$ cat src/rtl/fetch_redirect_ctrl.sv
// Fetch PC sequencer with branch/trap redirect and post-redirect flush window.
// Optional macro BRANCH_MISALIGN_CHECK_EN rejects taken branches to non-word-aligned targets.
module fetch_redirect_ctrl #(
   parameter logic [31:0] RESET_PC     = 32'h0000_0000,
   parameter int          FLUSH_CYCLES = 2
) (
   input  logic        clk_in,
   input  logic        rst_in,
   input  logic        stall_in,
   input  logic        branch_valid_in,
   input  logic        branch_taken_in,
   input  logic [31:0] branch_target_in,
   input  logic        trap_in,
   input  logic [31:0] trap_vector_in,
   input  logic        imem_ack_in,
   output logic [31:0] pc_out,
   output logic        imem_req_out,
   output logic [31:0] imem_addr_out,
   output logic        instr_valid_out,
   output logic        flush_out,
   output logic        misalign_out
);

   typedef enum logic [1:0] {
      S_IDLE  = 2'd0,
      S_FETCH = 2'd1,
      S_FLUSH = 2'd2
   } state_t;

   localparam logic [2:0] L_FLUSH_INIT = 3'(FLUSH_CYCLES - 1);

   state_t      r_state;
   logic [31:0] r_pc;
   logic [2:0]  r_flush_cnt;
   logic        r_instr_valid;
   logic        r_misalign;

   state_t      w_state_next;
   logic [31:0] w_pc_next;
   logic [2:0]  w_flush_cnt_next;
   logic        w_instr_valid_next;

   logic        w_active;
   logic        w_taken;
   logic        w_misalign;
   logic        w_redirect;
   logic [31:0] w_branch_tgt;
   logic [31:0] w_trap_tgt;
   logic [31:0] w_redirect_tgt;

   assign w_active = (r_state != S_IDLE);
   assign w_taken  = branch_valid_in && branch_taken_in;

`ifdef BRANCH_MISALIGN_CHECK_EN
   // A trap outranks the branch, so a misaligned branch only reports when it would have won.
   assign w_misalign   = w_active && w_taken && !trap_in && (branch_target_in[1:0] != 2'b00);
   assign w_branch_tgt = branch_target_in;
   assign w_trap_tgt   = trap_vector_in;
`else
   assign w_misalign   = 1'b0;
   assign w_branch_tgt = branch_target_in & 32'hFFFF_FFFC;
   assign w_trap_tgt   = trap_vector_in & 32'hFFFF_FFFC;
`endif

   assign w_redirect     = w_active && (trap_in || (w_taken && !w_misalign));
   assign w_redirect_tgt = trap_in ? w_trap_tgt : w_branch_tgt;

   always_comb begin
      w_state_next       = r_state;
      w_pc_next          = r_pc;
      w_flush_cnt_next   = r_flush_cnt;
      w_instr_valid_next = 1'b0;
      case (r_state)
         S_IDLE: w_state_next = S_FETCH;
         S_FETCH: begin
            if (imem_ack_in && !stall_in) begin
               w_pc_next          = r_pc + 32'd4;
               w_instr_valid_next = 1'b1;
            end
         end
         S_FLUSH: begin
            if (r_flush_cnt == 3'd0) w_state_next = S_FETCH;
            else                     w_flush_cnt_next = r_flush_cnt - 3'd1;
         end
         default: w_state_next = S_IDLE;
      endcase
      // Redirect overrides everything, including a same-cycle ack.
      if (w_redirect) begin
         w_pc_next          = w_redirect_tgt;
         w_state_next       = S_FLUSH;
         w_flush_cnt_next   = L_FLUSH_INIT;
         w_instr_valid_next = 1'b0;
      end
   end

   always_ff @(posedge clk_in or posedge rst_in) begin
      if (rst_in) begin
         r_state       <= S_IDLE;
         r_pc          <= RESET_PC;
         r_flush_cnt   <= 3'd0;
         r_instr_valid <= 1'b0;
         r_misalign    <= 1'b0;
      end else begin
         r_state       <= w_state_next;
         r_pc          <= w_pc_next;
         r_flush_cnt   <= w_flush_cnt_next;
         r_instr_valid <= w_instr_valid_next;
         r_misalign    <= w_misalign;
      end
   end

   assign pc_out          = r_pc;
   assign imem_addr_out   = r_pc;
   assign imem_req_out    = (r_state == S_FETCH) && !stall_in;
   assign flush_out       = (r_state == S_FLUSH);
   assign instr_valid_out = r_instr_valid;
   assign misalign_out    = r_misalign;

endmodule

$ cat config.mk
export PLATFORM = sky130hd
export DESIGN_NAME = fetch_redirect_ctrl
export DESIGN_NICKNAME = d
export VERILOG_FILES = /design/src/rtl/fetch_redirect_ctrl.sv
export SDC_FILE = /design/constraint.sdc
export NUM_CORES = 1
export LEC_CHECK = 0
export BUFFER_PORTS_ARGS = -buffer_cell sky130_fd_sc_hd__buf_4
export CORE_MARGIN = 2
export CORE_UTILIZATION = 40
export DETAILED_ROUTE_END_ITERATION = 8
export GPL_ROUTABILITY_DRIVEN = 0
export PLACE_DENSITY = 0.71
export SYNTH_ARGS = -nofsm -noshare
export SYNTH_HDL_FRONTEND = slang
export SYNTH_SLANG_ARGS = --single-unit
$ cat constraint.sdc
create_clock -name clk_in -period 2 [get_ports clk_in]
set_input_delay 0.5 -clock clk_in [delete_from_list [all_inputs] [get_ports clk_in]]
set_output_delay 0.5 -clock clk_in [all_outputs]
set_load 0.1 [all_outputs]
-- Word level (Yosys, flattened, before mapping)
Index checks and enable logic that the tools add are counted.
- bits of input ports: 71
- output and inout port bits: 68
- flip-flop bits (word level): 38
- word-level logic and storage cells: 39
- equality and inequality tests: 5
- multiplexer cells: 13
- $add $sub $neg: 2
- reduce and logical (&&, ||, !) cells: 15
- operator list (cell ; number):
    two-way mux 32 bit ; 4
    adder 32 x 3 -> 32 bit (second input constant) ; 1
    two-way mux 3 bit ; 3
    nonzero test 2 bit ; 4
    one-hot mux 2 bit (3 select lines) ; 1
    AND reduction 2 bit ; 3
    logical AND 1 bit ; 4
    two-way mux 2 bit ; 2
    != test 2 bit (second input constant) ; 2
    logical NOT 3 bit ; 1
    two-way mux 1 bit ; 3
    != test 3 x 1 -> 1 bit (second input constant) ; 1
    subtractor 3 x 1 -> 3 bit (second input constant) ; 1
    == test 2 x 1 -> 1 bit (second input constant) ; 1
    == test 2 bit (second input constant) ; 1
    logical NOT 2 bit ; 1
    logical NOT 1 bit ; 1
    logical OR 1 bit ; 1

-- Logic depth before layout (Yosys ltp)
- word-level depth: 5
- gate-level depth with buffers: 8
- gate-level depth less buffers: 7

-- Worst setup path before layout
No wires, ideal clock.
- path type: input to output
- from: in stall_in
- to: out imem_req_out
- cell stages on the path: 1
- arrival: 2.688 ns
- data required time: 1.500 ns
- path slack: -1.188 ns
- path through: nor3b_1
- word-level cells in the longest chain between the ends: 2
- RTL lines (element ; line ; text):
    from (decl) ; 9 ; input logic stall_in,
    logical NOT 1 bit ; 114 ; assign imem_req_out = (r_state == S_FETCH) && !stall_in;
    logical AND 1 bit ; 114 ;
    to (decl) ; 17 ; output logic imem_req_out,
No other way between the ends.

-- Worst setup path after layout
- from: reg r_pc[15], in the netlist imem_addr_out[15]
- to: reg r_pc[31], in the netlist imem_addr_out[31]
- word-level cells in the longest chain between the ends: 4
- RTL lines (element ; line ; text):
    from (decl) ; 33 ; logic [31:0] r_pc;
    from (signal assigned) ; 105 ; r_pc <= w_pc_next;
    adder 32 x 3 -> 32 bit ; 77 ; w_pc_next = r_pc + 32'd4;
    two-way mux 32 bit ; 76 ; if (imem_ack_in && !stall_in) begin
    two-way mux 32 bit ; 73 ; case (r_state)
    two-way mux 32 bit ; 88 ; if (w_redirect) begin
No other way between the ends. The select of a mux whose other input is x is not followed.
A chain may end at the register's enable or synchronous reset.

==> flow_metrics.py <==
metrics = {
    "global_routing": {
        "grt_max_degree": 59,
        "grt_pass1_vias": 2459,
        "grt_overflow": 0,
        "grt_antenna_before_repair": 0,
        "grt_use_total_pct": 19.0,
        "grt_pass1_wl_mm": 11.2,
    },
    "cells_and_area": {
        "final_cell_area_sq_um": 3720,
        "layout_commonest_cell": "buf_4",
        "drive_gt1_share_pct": 45.7,
        "areaGrowthSynthToFinish_pct": 43.0,
        "final_cell_mix": "buf_4, nor2b_1, a211oi_1",
        "diodes": 0,
        "nNetsFinal": 489,
        "stdcell_count": 493,
    },
    "setup_path": {
        "worstPathMaxFanout": 6,
        "critPathKind": "register to register",
        "max_stage_delay_ps": 580,
        "cp-end-kind": "register",
        "start_kind": "register",
        "arrival_ps": 2130,
        "worst-r2r-cell-count": 5,
        "crit_chain": "and4_1, nand2_1, or4_4, or3_1, a31oi_1",
        "cpLargestDelayFamily": "simple AND/OR/NAND/NOR gates",
        "path_depth": 5,
        "path_buf_inv": 0,
        "reg2reg_from": "imem_addr_out[15]",
        "cp_slowest_cell": "or4_4",
        "critical_path_required_ps": 2210,
        "setup.worst_path.start": "imem_addr_out[15]",
    },
    "worst_hold_path": {
        "hold_class": "primary input to asynchronous set/reset pin",
    },
    "floorplanning": {
        "die-area_sq_um": 7170,
        "row_count": 29,
        "chipWidth_um": 84.7,
        "die_h_um": 84.7,
        "start_util_pct": 41.2,
        "core_region_area_sq_um": 6310,
        "io_pins": 139,
    },
    "timing": {
        "hold_violations": 0,
        "slew_headroom_pct": 62.4,
        "timing.final.ws_setup_ps": 75.7,
        "hold_ws_ps": 317,
        "fin_worst_skew_ps": 4.95,
        "slew_viol_final": 0,
        "rsz0062_at_grt": "no",
        "period_share_pct": 96.2,
        "finalSetupViolCount": 0,
        "max_slew.worst_pin.slew_ps": 564,
        "min_period_ps": 1920,
        "clock.fmax_ghz": 0.520,
    },
    "flow_run": {
        "cap_viol_max_count": 0,
    },
    "drt": {
        "first_pass_iters": 4,
        "wl_mm": 6.89,
        "drc": 0,
        "drt-initial-drc-count": 125,
        "vias": 2530,
        "wire_per_inst_um": 14.0,
        "ant_nets": 0,
        "via_per_inst": 5.13,
    },
    "synth": {
        "synth-xor-area-share_pct": 8.41,
        "synth_compound_area_share_pct": 16.7,
        "yosys.area_share.simple_pct": 23.3,
        "syn-cell-area_sq_um": 2600,
        "seq_area_frac_synth_pct": 34.6,
        "synthMuxAreaShare_pct": 1.15,
        "ys_warn_count": 0,
        "syn_area_per_cell_sq_um": 8.56,
        "synth_cells": 304,
        "yosys_most_used_dff": "dfrtp_1",
        "synth_cell_types": 34,
        "synth_edf_count": 0,
        "async_flop_share_pct": 100,
        "synth_top_family_by_area": "simple AND/OR/NAND/NOR gates",
        "synth_seq_cells": 36,
        "synthAdderAreaFrac_pct": 1.44,
    },
    "place": {
        "port_buffers": 129,
        "dp.cells": 485,
        "dp_hpwl_mm": 5.23,
        "post-place-ws_ps": -252,
        "place_area_sq_um": 3610,
    },
    "clocking": {
        "clk_latency_ps": 290,
        "clk_pin_slew_ps": 80,
        "cts_sinks": 36,
        "cts_buffer_depth": 2,
        "cts_setup_buffers": 0,
        "cts_tree": "yes",
        "cts_max_level": 2,
        "ctsHoldBuffers": 0,
        "numCtsBuffers": 5,
        "cts-root-buf": "clkbuf_8",
    },
    "run_status": {
        "status": "complete, no violations",
    },
}
[cell usage after synthesis (all sizes together) (2+ instances only)]
cell | number | area [sq um]
and2 | 2 | 12.5
a21oi | 28 | 140
xor2 | 16 | 140
or3 | 3 | 18.8
nor4 | 2 | 12.5
nand2 | 16 | 60.1
a211oi | 29 | 218
nor2 | 11 | 41.3
mux2i | 3 | 30.0
nor2b | 30 | 188
nor3 | 4 | 20.0
dfrtp | 36 | 901
nand3 | 10 | 50.1
and4 | 3 | 26.3
nand3b | 2 | 15.0
buf | 38 | 287
xnor2 | 9 | 78.8
and3 | 6 | 37.5
a31oi | 4 | 25.0
nand4 | 12 | 90.1
clkbuf | 16 | 61.3
o21ai | 9 | 45.0
ha | 3 | 37.5
inv | 6 | 22.5
[worst reg2reg max path: stages, from the launching register on]
cell     delay (ps)
dfrtp_4         410
and4_1          250
nand2_1         110
or4_4           580
or3_1           320
a31oi_1         170
[logic make-up (layout without fill, tap and decap cells)]
family                   after synthesis  count (layout)
other                                  1               5
buffers and inverters                 60             168
multiplexers                           3               3
XOR/XNOR                              25              25
AND/OR/NAND/NOR                      105             105
AO/OA/AOI/OAI                         71              71
adder cells (fa/ha/maj)                3               3
flip-flops                            36              36
[final cells by class]
| type | count | area [sq um] |
|---|---|---|
| Fill cell | 568 | 2590 |
| Inverter | 6 | 22.5 |
| Multi-Input combinational cell | 212 | 1360 |
| Timing Repair Buffer | 154 | 1170 |
| Tap cell | 77 | 96.3 |
| Sequential cell | 36 | 965 |
| Clock inverter | 2 | 35.0 |
| Clock buffer | 6 | 72.6 |
[routing by layer]
layer	wire, um	up-vias	global-route usage (%)
met4	79	0	4.76
met5	0	-	0
met1	2920	1187	24.5
met3	432	7	3.83
li1	-	1249	-
met2	3460	87	32.8
[final timing paths]
path	to	slack [ps]
setup / recovery	imem_addr_out[31]	80
hold / removal	imem_addr_out[26]	320
setup reg to reg	imem_addr_out[31]	80
hold reg to reg	r_flush_cnt[2]	530
max in group asynchronous	imem_addr_out[8]	1310
min in group clk_in	imem_addr_out[17]	480
[what timing repair did]
action                     4_1_cts  5_1_grt
setup endpoints to repair        0        4
hold endpoints to repair         0        0
resized for setup                0        1
[state kept, by name, indices dropped and copies added (netlist names)]
signal	cells
instr_valid_out	1
r_flush_cnt	3
imem_addr_out	30
r_state	2
[through the flow]
step	TNS (ps)	utilization, %
2_1_floorplan	-991	-
3_3_place_gp	-751	57.2
3_5_place_dp	-945	57.2
4_1_cts	0	58.9
5_1_grt	0	59.0
6_report	0	59.0
Power is not shown: default switching activity piles up to over one toggle a cycle in this logic, so the estimate is an artifact.
